`config.mk`:
```
export PLATFORM = sky130hd
export DESIGN_NAME = dac_xfade_writer
export DESIGN_NICKNAME = d
export VERILOG_FILES = /design/src/rtl/audio_pkg.sv /design/src/rtl/xfade_gain_mul.sv /design/src/rtl/dac_xfade_writer.sv
export SDC_FILE = /design/constraint.sdc
export NUM_CORES = 1
export LEC_CHECK = 0
export BUFFER_PORTS_ARGS = -buffer_cell sky130_fd_sc_hd__buf_2
export CAP_MARGIN = 15
export CELL_PAD_IN_SITES_DETAIL_PLACEMENT = 1
export CELL_PAD_IN_SITES_GLOBAL_PLACEMENT = 1
export CORE_ASPECT_RATIO = 1.2
export CORE_MARGIN = 10
export CORE_UTILIZATION = 49
export DETAILED_ROUTE_END_ITERATION = 12
export PLACE_DENSITY_LB_ADDON = 0.1
export SLEW_MARGIN = 25
export SYNTH_ARGS = -nofsm -noshare
export SYNTH_HDL_FRONTEND = slang
export SYNTH_SLANG_ARGS = --single-unit
```
`constraint.sdc`:
```
create_clock -name clk -period 13.5 [get_ports clk]
set_input_delay 4.05 -clock clk [delete_from_list [all_inputs] [get_ports clk]]
set_output_delay 4.05 -clock clk [all_outputs]
set_load 0.02 [all_outputs]
```
`src/rtl/audio_pkg.sv`:
```
// audio_pkg: mode codes, gain constants, crossfade FSM encoding and the
// saturating gain-ramp helpers shared by the DAC crossfade writer.
package audio_pkg;

    // Mode codes as issued by the command FSM
    localparam int         MODE_CODE_W = 8;
    localparam logic [7:0] EN_INITIAL  = 8'd0;
    localparam logic [7:0] EN_NORMAL   = 8'd1;
    localparam logic [7:0] EN_ECHO_1   = 8'd2;
    localparam logic [7:0] EN_ECHO_2   = 8'd3;

    // Gain is unsigned 0..256, so it needs 9 bits; 256 is unity
    localparam int                GAIN_W    = 9;
    localparam logic [GAIN_W-1:0] GAIN_FULL = 9'd256;

    // Crossfade FSM encoding
    typedef enum logic [1:0] {
        XF_PASS     = 2'd0,
        XF_FADE_OUT = 2'd1,
        XF_SWITCH   = 2'd2,
        XF_FADE_IN  = 2'd3
    } xfade_state_t;

    // Step the gain down, clamping at zero
    function automatic logic [GAIN_W-1:0] gain_ramp_down(
        input logic [GAIN_W-1:0] g,
        input logic [GAIN_W-1:0] step
    );
        return (g > step) ? (g - step) : '0;
    endfunction

    // Step the gain up, clamping at unity
    function automatic logic [GAIN_W-1:0] gain_ramp_up(
        input logic [GAIN_W-1:0] g,
        input logic [GAIN_W-1:0] step
    );
        logic [GAIN_W:0] sum;
        sum = {1'b0, g} + {1'b0, step};
        return (sum >= {1'b0, GAIN_FULL}) ? GAIN_FULL : sum[GAIN_W-1:0];
    endfunction

endpackage

```
`src/rtl/xfade_gain_mul.sv`:
```
// xfade_gain_mul: combinational scaling of one signed audio channel by an
// unsigned 0..256 gain, computed as (ch * gain) >>> 8.
module xfade_gain_mul
    import audio_pkg::*;
#(
    parameter int CH_W = 16
) (
    input  logic signed [CH_W-1:0]   ch,
    input  logic        [GAIN_W-1:0] gain,
    output logic signed [CH_W-1:0]   scaled
);

    // The gain is zero-extended before the signed multiply so 256 stays positive
    localparam int PW = CH_W + GAIN_W + 1;

    logic signed [PW-1:0] ch_x;
    logic signed [PW-1:0] gain_x;
    logic signed [PW-1:0] product;
    logic                 unused_bits;

    // Signed product, then keep bits [CH_W+7:8] which equals an arithmetic shift by 8
    always_comb begin
        ch_x    = $signed({{(PW-CH_W){ch[CH_W-1]}}, ch});
        gain_x  = $signed({{(PW-GAIN_W){1'b0}}, gain});
        product = ch_x * gain_x;
        scaled  = product[CH_W+7:8];
    end

    // With gain <= 256 the result always fits CH_W bits; the rest are don't-care
    assign unused_bits = ^{product[PW-1:CH_W+8], product[7:0]};

endmodule

```
`src/rtl/dac_xfade_writer.sv`:
```
// dac_xfade_writer: writes channel-mux samples into the DAC FIFO and hides
// mode switches behind a fade-out / switch / fade-in gain ramp.
// Optional build macro DAC_XFADE_DROPCNT_EN adds a 16-bit saturating
// drop_cnt output counting samples lost to a full FIFO.
//
// Handshake: a sample is accepted when sample_valid=1 and dacfifo_full=0 in
// the same cycle; the scaled word appears on dacfifo_wrdata with a one-cycle
// dacfifo_wren pulse on the following cycle. A sample offered while full is
// dropped and does not advance the gain ramp.
module dac_xfade_writer
    import audio_pkg::*;
#(
    parameter int DATA_WIDTH = 32,
    parameter int RAMP_STEP  = 4,
    parameter int MODE_W     = 8
) (
    input  logic                  clk,
    input  logic                  reset,
    input  logic [DATA_WIDTH-1:0] sample_in,
    input  logic                  sample_valid,
    input  logic [MODE_W-1:0]     mode_req,
    output logic [MODE_W-1:0]     mode_cur,
    input  logic                  dacfifo_full,
    output logic                  dacfifo_wren,
    output logic [DATA_WIDTH-1:0] dacfifo_wrdata,
    output logic                  busy
`ifdef DAC_XFADE_DROPCNT_EN
    ,
    output logic [15:0]           drop_cnt
`endif
);

    localparam int                CH_W = DATA_WIDTH / 2;
    localparam logic [GAIN_W-1:0] STEP = GAIN_W'(RAMP_STEP);

    xfade_state_t      state, state_nxt;
    logic [GAIN_W-1:0] gain, gain_nxt;
    logic              accept;
    logic              mode_diff;
    logic [CH_W-1:0]   scaled_l, scaled_r;

    assign accept    = sample_valid & ~dacfifo_full;
    assign mode_diff = (mode_req != mode_cur);
    assign busy      = (state != XF_PASS);

    // FSM and gain register
    always_ff @(posedge clk) begin
        if (reset) begin
            state <= XF_PASS;
            gain  <= GAIN_FULL;
        end else begin
            state <= state_nxt;
            gain  <= gain_nxt;
        end
    end

    // Next state and next gain; the gain only moves on an accepted sample
    always_comb begin
        state_nxt = state;
        gain_nxt  = gain;
        case (state)
            XF_PASS: begin
                gain_nxt = GAIN_FULL;
                if (mode_diff) state_nxt = XF_FADE_OUT;
            end
            XF_FADE_OUT: begin
                // mode_req is ignored here; the latest value is taken in SWITCH
                if (accept) gain_nxt = gain_ramp_down(gain, STEP);
                if (gain_nxt == '0) state_nxt = XF_SWITCH;
            end
            XF_SWITCH: begin
                state_nxt = XF_FADE_IN;
            end
            XF_FADE_IN: begin
                if (mode_diff) begin
                    // Reverse from the current gain rather than restarting
                    state_nxt = XF_FADE_OUT;
                    if (accept) gain_nxt = gain_ramp_down(gain, STEP);
                    if (gain_nxt == '0) state_nxt = XF_SWITCH;
                end else begin
                    if (accept) gain_nxt = gain_ramp_up(gain, STEP);
                    if (gain_nxt == GAIN_FULL) state_nxt = XF_PASS;
                end
            end
            default: begin
                state_nxt = XF_PASS;
                gain_nxt  = GAIN_FULL;
            end
        endcase
    end

    // Each accepted sample is scaled by the gain it leaves the ramp with
    xfade_gain_mul #(.CH_W(CH_W)) u_mul_l (
        .ch     (sample_in[DATA_WIDTH-1:CH_W]),
        .gain   (gain_nxt),
        .scaled (scaled_l)
    );

    xfade_gain_mul #(.CH_W(CH_W)) u_mul_r (
        .ch     (sample_in[CH_W-1:0]),
        .gain   (gain_nxt),
        .scaled (scaled_r)
    );

    // Applied mode and registered FIFO write port
    always_ff @(posedge clk) begin
        if (reset) begin
            mode_cur       <= MODE_W'(EN_INITIAL);
            dacfifo_wren   <= 1'b0;
            dacfifo_wrdata <= '0;
        end else begin
            if (state == XF_SWITCH) mode_cur <= mode_req;
            dacfifo_wren <= accept;
            if (accept) dacfifo_wrdata <= {scaled_l, scaled_r};
        end
    end

`ifdef DAC_XFADE_DROPCNT_EN
    // Saturating count of samples dropped because the FIFO was full
    always_ff @(posedge clk) begin
        if (reset) begin
            drop_cnt <= '0;
        end else if (sample_valid && dacfifo_full && (drop_cnt != 16'hFFFF)) begin
            drop_cnt <= drop_cnt + 16'd1;
        end
    end
`endif

endmodule

```
## After elaboration in Yosys (flattened, before gate mapping)

Cells that the tools add are included.

- Flip-flop bits (word level): 52
- Bits in latches: 0
- RAM bits: 0
- Bits in read-only memories: 0
- Input port bits: 44
- Output and inout bits: 42
- Logic and storage cells: 43
- Memories: 0

- Add/sub/neg operators: 2
- Multipliers: 2
- Div/mod/pow operators: 0
- $lt $le $gt $ge: 2
- Equal/unequal tests: 8
- Shift-type cells: 0
- Muxes and demuxes: 17
- Bitwise gates (word level): 2
- Reduce and logical (&&, ||, !) cells: 5

Operators by type and width:

| operator | count |
|---|---|
| $mux 9 | 10 |
| $mul 16x10->24 | 2 |
| $pmux 9 s3 | 1 |
| $logic_not 9->1 | 2 |
| $add 9x3->10 const B | 1 |
| $ge 10x9->1 const B | 1 |
| $mux 2 | 5 |
| $eq 9x9->1 const B | 1 |
| $gt 9x3->1 const B | 1 |
| $sub 9x3->9 const B | 1 |
| $ne 8x8->1 | 1 |
| $pmux 2 s4 | 1 |
| $eq 2x2->1 const B | 2 |
| $ne 2x2->1 const B | 2 |
| $ne 3x3->1 const B | 1 |
| $reduce_and 3->1 | 1 |
| $eq 2x1->1 const B | 1 |
| $logic_not 2->1 | 1 |
| $reduce_bool 2->1 | 1 |
| $and 1x1->1 | 1 |
| $not 1->1 | 1 |

## Logic depth before layout (Yosys ltp)

- Word-level depth: 10
- Gate-level depth with buffers: 33
- Mapped depth without buffers: 31

## By module

Synthesis repeated with hierarchy kept, for this count alone.

- Cell total of the unflattened synthesis: 1446
- Area total of the unflattened synthesis: 12414.4 um^2

Modules (own cells, without submodules):

| module | times used | cells each | area each (um^2) | seq. area each (um^2) |
|---|---|---|---|---|
| xfade_gain_mul at u_mul_r | 1 | 571 | 5043.6 | 0.0 |
| xfade_gain_mul at u_mul_l | 1 | 539 | 4783.3 | 0.0 |
| dac_xfade_writer | 1 | 336 | 2587.5 | 1041.0 |

## Worst setup path before layout

Ideal clock, no wire load.

- Path kind: input-to-reg
- Start point: input mode_req[5]
- End point: register dacfifo_wrdata[30]
- Setup time: 0.117 ns
- Arrival: 10.629 ns
- Required time: 13.383 ns
- Path slack: 2.754 ns
- Stages on the path: 30
- Path buffers: 2
- Path through: xor2_1 -> nor4_4 -> and3_2 -> and3_1 -> clkbuf_1 -> mux2i_1 -> a21oi_1 -> nor2_1 -> nor2_1 -> clkbuf_1 -> nand2_1 -> fa_1 -> inv_1 -> fa_1 -> inv_1 -> fa_1 -> inv_1 -> fa_1 -> inv_1 -> fa_1 -> inv_1 -> ha_1 -> a21o_1 -> a21o_1 -> a21oi_1 -> a31o_2 -> a31oi_4 -> a211oi_2 -> o211ai_1 -> a32o_1

- Word-level cells in the longest chain between the ends: 4

RTL lines:

| what | line | text |
|---|---|---|
| start: declaration | dac_xfade_writer.sv:21 | `input logic [MODE_W-1:0] mode_req,` |
| $ne 8x8->1 | dac_xfade_writer.sv:43 | `assign mode_diff = (mode_req != mode_cur);` |
| $mux 9 | dac_xfade_writer.sv:75 | `if (mode_diff) begin` |
| $pmux 9 s3 | dac_xfade_writer.sv:61 | `case (state)` |
| $mul 16x10->24 | xfade_gain_mul.sv:25 | `product = ch_x * gain_x;` |
| end signal: assignment | dac_xfade_writer.sv:114 | `if (accept) dacfifo_wrdata <= {scaled_l, scaled_r};` |
| end: declaration | dac_xfade_writer.sv:25 | `output logic [DATA_WIDTH-1:0] dacfifo_wrdata,` |

Every way passes these cells.
A chain may end at the register's enable or synchronous reset.

## Worst setup path in the final report

- Start point: input mode_req[3]
- End point: register dacfifo_wrdata[30]

Same word-level chain as after synthesis.

==> insert_results.sql <==
INSERT INTO impl_metrics (metric_group, metric, value, unit) VALUES
('placement', 'last_weighted_congestion_value_of_the_routability_driven_placer', '0.8351', ''),
('outcome', 'outcome', 'finished clean', ''),
('timing', 'final.period_utilization', '0.8515', ''),
('placement', 'numPortBuffers', '85', ''),
('critical_path', 'critPathCaptureType', 'flop', ''),
('final_layout', 'layout_common_cells', 'sky130_fd_sc_hd__inv_1 (255), sky130_fd_sc_hd__fa_1 (228), sky130_fd_sc_hd__nand2_1 (180), sky130_fd_sc_hd__and2_1 (148), sky130_fd_sc_hd__ha_1 (103)', ''),
('critical_path', 'r2r_start', 'gain[2]', ''),
('timing', 'timing.final.hold_violations', '0', ''),
('critical_path', 'crit_path_top_delay_cell', 'sky130_fd_sc_hd__nor2_2', ''),
('cts', 'cts.reportedPaths.clkPinSlew', '80', 'ps'),
('floorplan', 'std_cell_rows', '63', ''),
('final_layout', 'multi_input_comb_area', '10040', 'um^2'),
('routing', 'first_pass_detailed_route_iteration_total', '4', ''),
('synth', 'synth_nets', '1758', ''),
('critical_path', 'timing.critical_path.slowest_cell_delay', '690', 'ps'),
('pwr', 'power.density_cell_area', '86.52', 'nW/um^2'),
('timing', 'max_freq', '0.08700', 'GHz'),
('final_layout', 'area.sequential', '1041', 'um^2'),
('pwr', 'post-layout-total-power', '1139', 'uW'),
('final_layout', 'layout.cells.most_common', 'sky130_fd_sc_hd__inv_1', ''),
('floorplan', 'floorplan.die.height', '193.0', 'um'),
('final_layout', 'areaGrowthSynthToFinish', '7.700', '%'),
('synth', 'ys_async_sr_fraction', '0', ''),
('routing', 'drt_wl_total', '35390', 'um'),
('floorplan', 'core_area', '24670', 'um^2'),
('pwr', 'static_leakage', '0.006748', 'uW'),
('min_path', 'whs_path_depth', '2', ''),
('critical_path', 'timing.critical_path.arrival', '11700', 'ps'),
('final_layout', 'fillers', '2981', ''),
('critical_path', 'cp-start-kind', 'primary input', ''),
('cts', 'cts_setup_buffers', '0', ''),
('final_layout', 'share_of_final_layout_standard_cells_stronger_than_drive_strength_1', '0.09889', ''),
('cts', 'clkSinkCount', '52', ''),
('timing', 'final_max_slew_viol_count', '0', ''),
('global_route', 'grt-busiest-layer', 'met2', ''),
('cts', 'cts_tree', 'built', ''),
('routing', 'routed_wire_length_per_instance', '20.09', 'um'),
('final_layout', 'nets', '1810', ''),
('floorplan', 'floorplan.die_area', '31680', 'um^2'),
('global_route', 'maximum_number_of_pins_on_one_net_before_global_route_repair', '40', ''),
('cts', 'ctsHoldBuffers', '0', ''),
('global_route', 'grt_pass1_vias', '11090', ''),
('cts', 'cts_buffers', '5', ''),
('cts', 'cts_repair_resize_count', '0', ''),
('critical_path', 'cells_on_worst_reg2reg_path', '30', ''),
('synth', 'synth_sequential_area_ratio', '0.08518', ''),
('global_route', 'groute.layer.met3.usage', '0.02676', ''),
('routing', 'detail_route.iter0.violations', '391', ''),
('synth', 'netlist-cell-type-count', '79', ''),
('critical_path', 'critPathMaxFanout', '16', ''),
('final_layout', 'final_design_area_no_fill', '13160', 'um^2'),
('placement', 'post-dp-hpwl', '28770', 'um'),
('global_route', 'initial_antenna_violation_count', '3', ''),
('flow_run', 'max-cap-violations', '0', ''),
('min_path', 'timing.hold.worst.start', 'dacfifo_wrdata[0]', ''),
('timing', 'rsz0062_at_grt', 'no', ''),
('cts', 'cts.htree.levels', '2', ''),
('pwr', 'max_rail_drop_vdd', '0.05980', 'mV'),
('timing', 'fin_crit', '11490', 'ps'),
('routing', 'route.vias.total', '9675', ''),
('timing', 'setup_total_negative_slack', '0', 'ps'),
('global_route', 'gr-total-overflow', '0', ''),
('critical_path', 'critical_register_to_register_path_endpoint', 'dacfifo_wrdata[30]', ''),
('global_route', 'wire_length_of_the_first_global_routing_pass', '58170', 'um'),
('synth', 'gate_count_after_technology_mapping', '1383', ''),
('global_route', 'groute.layer.met2.usage', '0.4613', ''),
('critical_path', 'critPathMostFrequentCell', 'sky130_fd_sc_hd__fa_1', ''),
('synth', 'ys_seq_elements', '52', ''),
('min_path', 'whs_endpoint', 'dacfifo_wrdata[0]', ''),
('routing', 'drcViolationCount', '0', ''),
('critical_path', 'worst-r2r-setup-slack', '5380', 'ps');
==> report_power, final <==
part | internal [uW] | switching, uW
Clock | 88.4 | 66.5
Combinational | 320 | 475
Sequential | 173 | 15.0
==> registers in the layout, summed over array words and instances, names as in the netlist <==
name	flops
gain	9
mode_cur	8
dacfifo_wren	1
state	2
dacfifo_wrdata	32
==> worst max path at each step <==
| stage | to | cells after the start | slack [ps] | startpoint |
|---|---|---|---|---|
| after global routing | dacfifo_wrdata[30] | 30 | 1470 | mode_req[3] |
| after detailed placement | dacfifo_wrdata[30] | 30 | 1760 | mode_req[3] |
| after CTS | dacfifo_wrdata[30] | 30 | 2060 | mode_req[3] |
| after floorplan | dacfifo_wrdata[30] | 30 | 2750 | mode_req[5] |
| after global placement | dacfifo_wrdata[30] | 30 | 1900 | mode_req[3] |
| final | dacfifo_wrdata[30] | 30 | 2010 | mode_req[3] |
==> critical path: cells and delay by family <==
| family | cells | cell delay, ps |
|---|---|---|
| XOR/XNOR | 1 | 160 |
| AO/OA/AOI/OAI | 8 | 1750 |
| AND/OR/NAND/NOR | 10 | 2770 |
| adder cells (fa/ha/maj) | 6 | 2390 |
| buffers and inverters | 5 | 530 |
==> synthesized netlist by cell type, drive strengths merged (21+ instances only) <==
library cell	number	share of area
nor2	28	0.0086
nand3	25	0.011
a21oi	50	0.021
ha	103	0.11
dfxtp	52	0.085
nor2b	33	0.017
and2	149	0.076
xnor2	24	0.017
nand2	180	0.055
fa	228	0.37
inv	255	0.078
o21ai	21	0.0086
clkbuf	43	0.014
==> cell families (layout without fill, tap and decap cells) <==
group / Yosys count / after routing / synth area share
compound gates: 156 / 156 / 0.09327
xor+xnor: 39 / 39 / 0.02857
fa+ha+maj: 331 / 331 / 0.4790
buf+inv: 308 / 361 / 0.09696
flops: 52 / 52 / 0.08518
mux: 4 / 4 / 0.003686
other cells: 0 / 1 / 0
simple gates: 493 / 493 / 0.2134
==> metrics by stage <==
step	utilization	worst slack [ps]
after global placement	0.5249	1899
after floorplan	-	2754
after detailed placement	0.5250	1756
after CTS	0.5319	2063
final	0.5334	2005
after global routing	0.5333	1469
==> final cells by class <==
type / count / area share
clock buffers: 5 / 0.009507
diodes: 1 / 0.0001901
flip-flops and latches: 52 / 0.07909
multi-input cells: 1023 / 0.7628
well taps: 325 / 0.03090
repair buffers: 98 / 0.04126
inverters: 255 / 0.07273
clock inverters: 3 / 0.003517
==> routing by layer <==
layer | up-vias | share of wire
met1 | 5026 | 0.38
met2 | 170 | 0.56
met5 | - | 0.00090
li1 | 4422 | -
met3 | 53 | 0.034
met4 | 4 | 0.026
(Power assumes the default switching activity.)
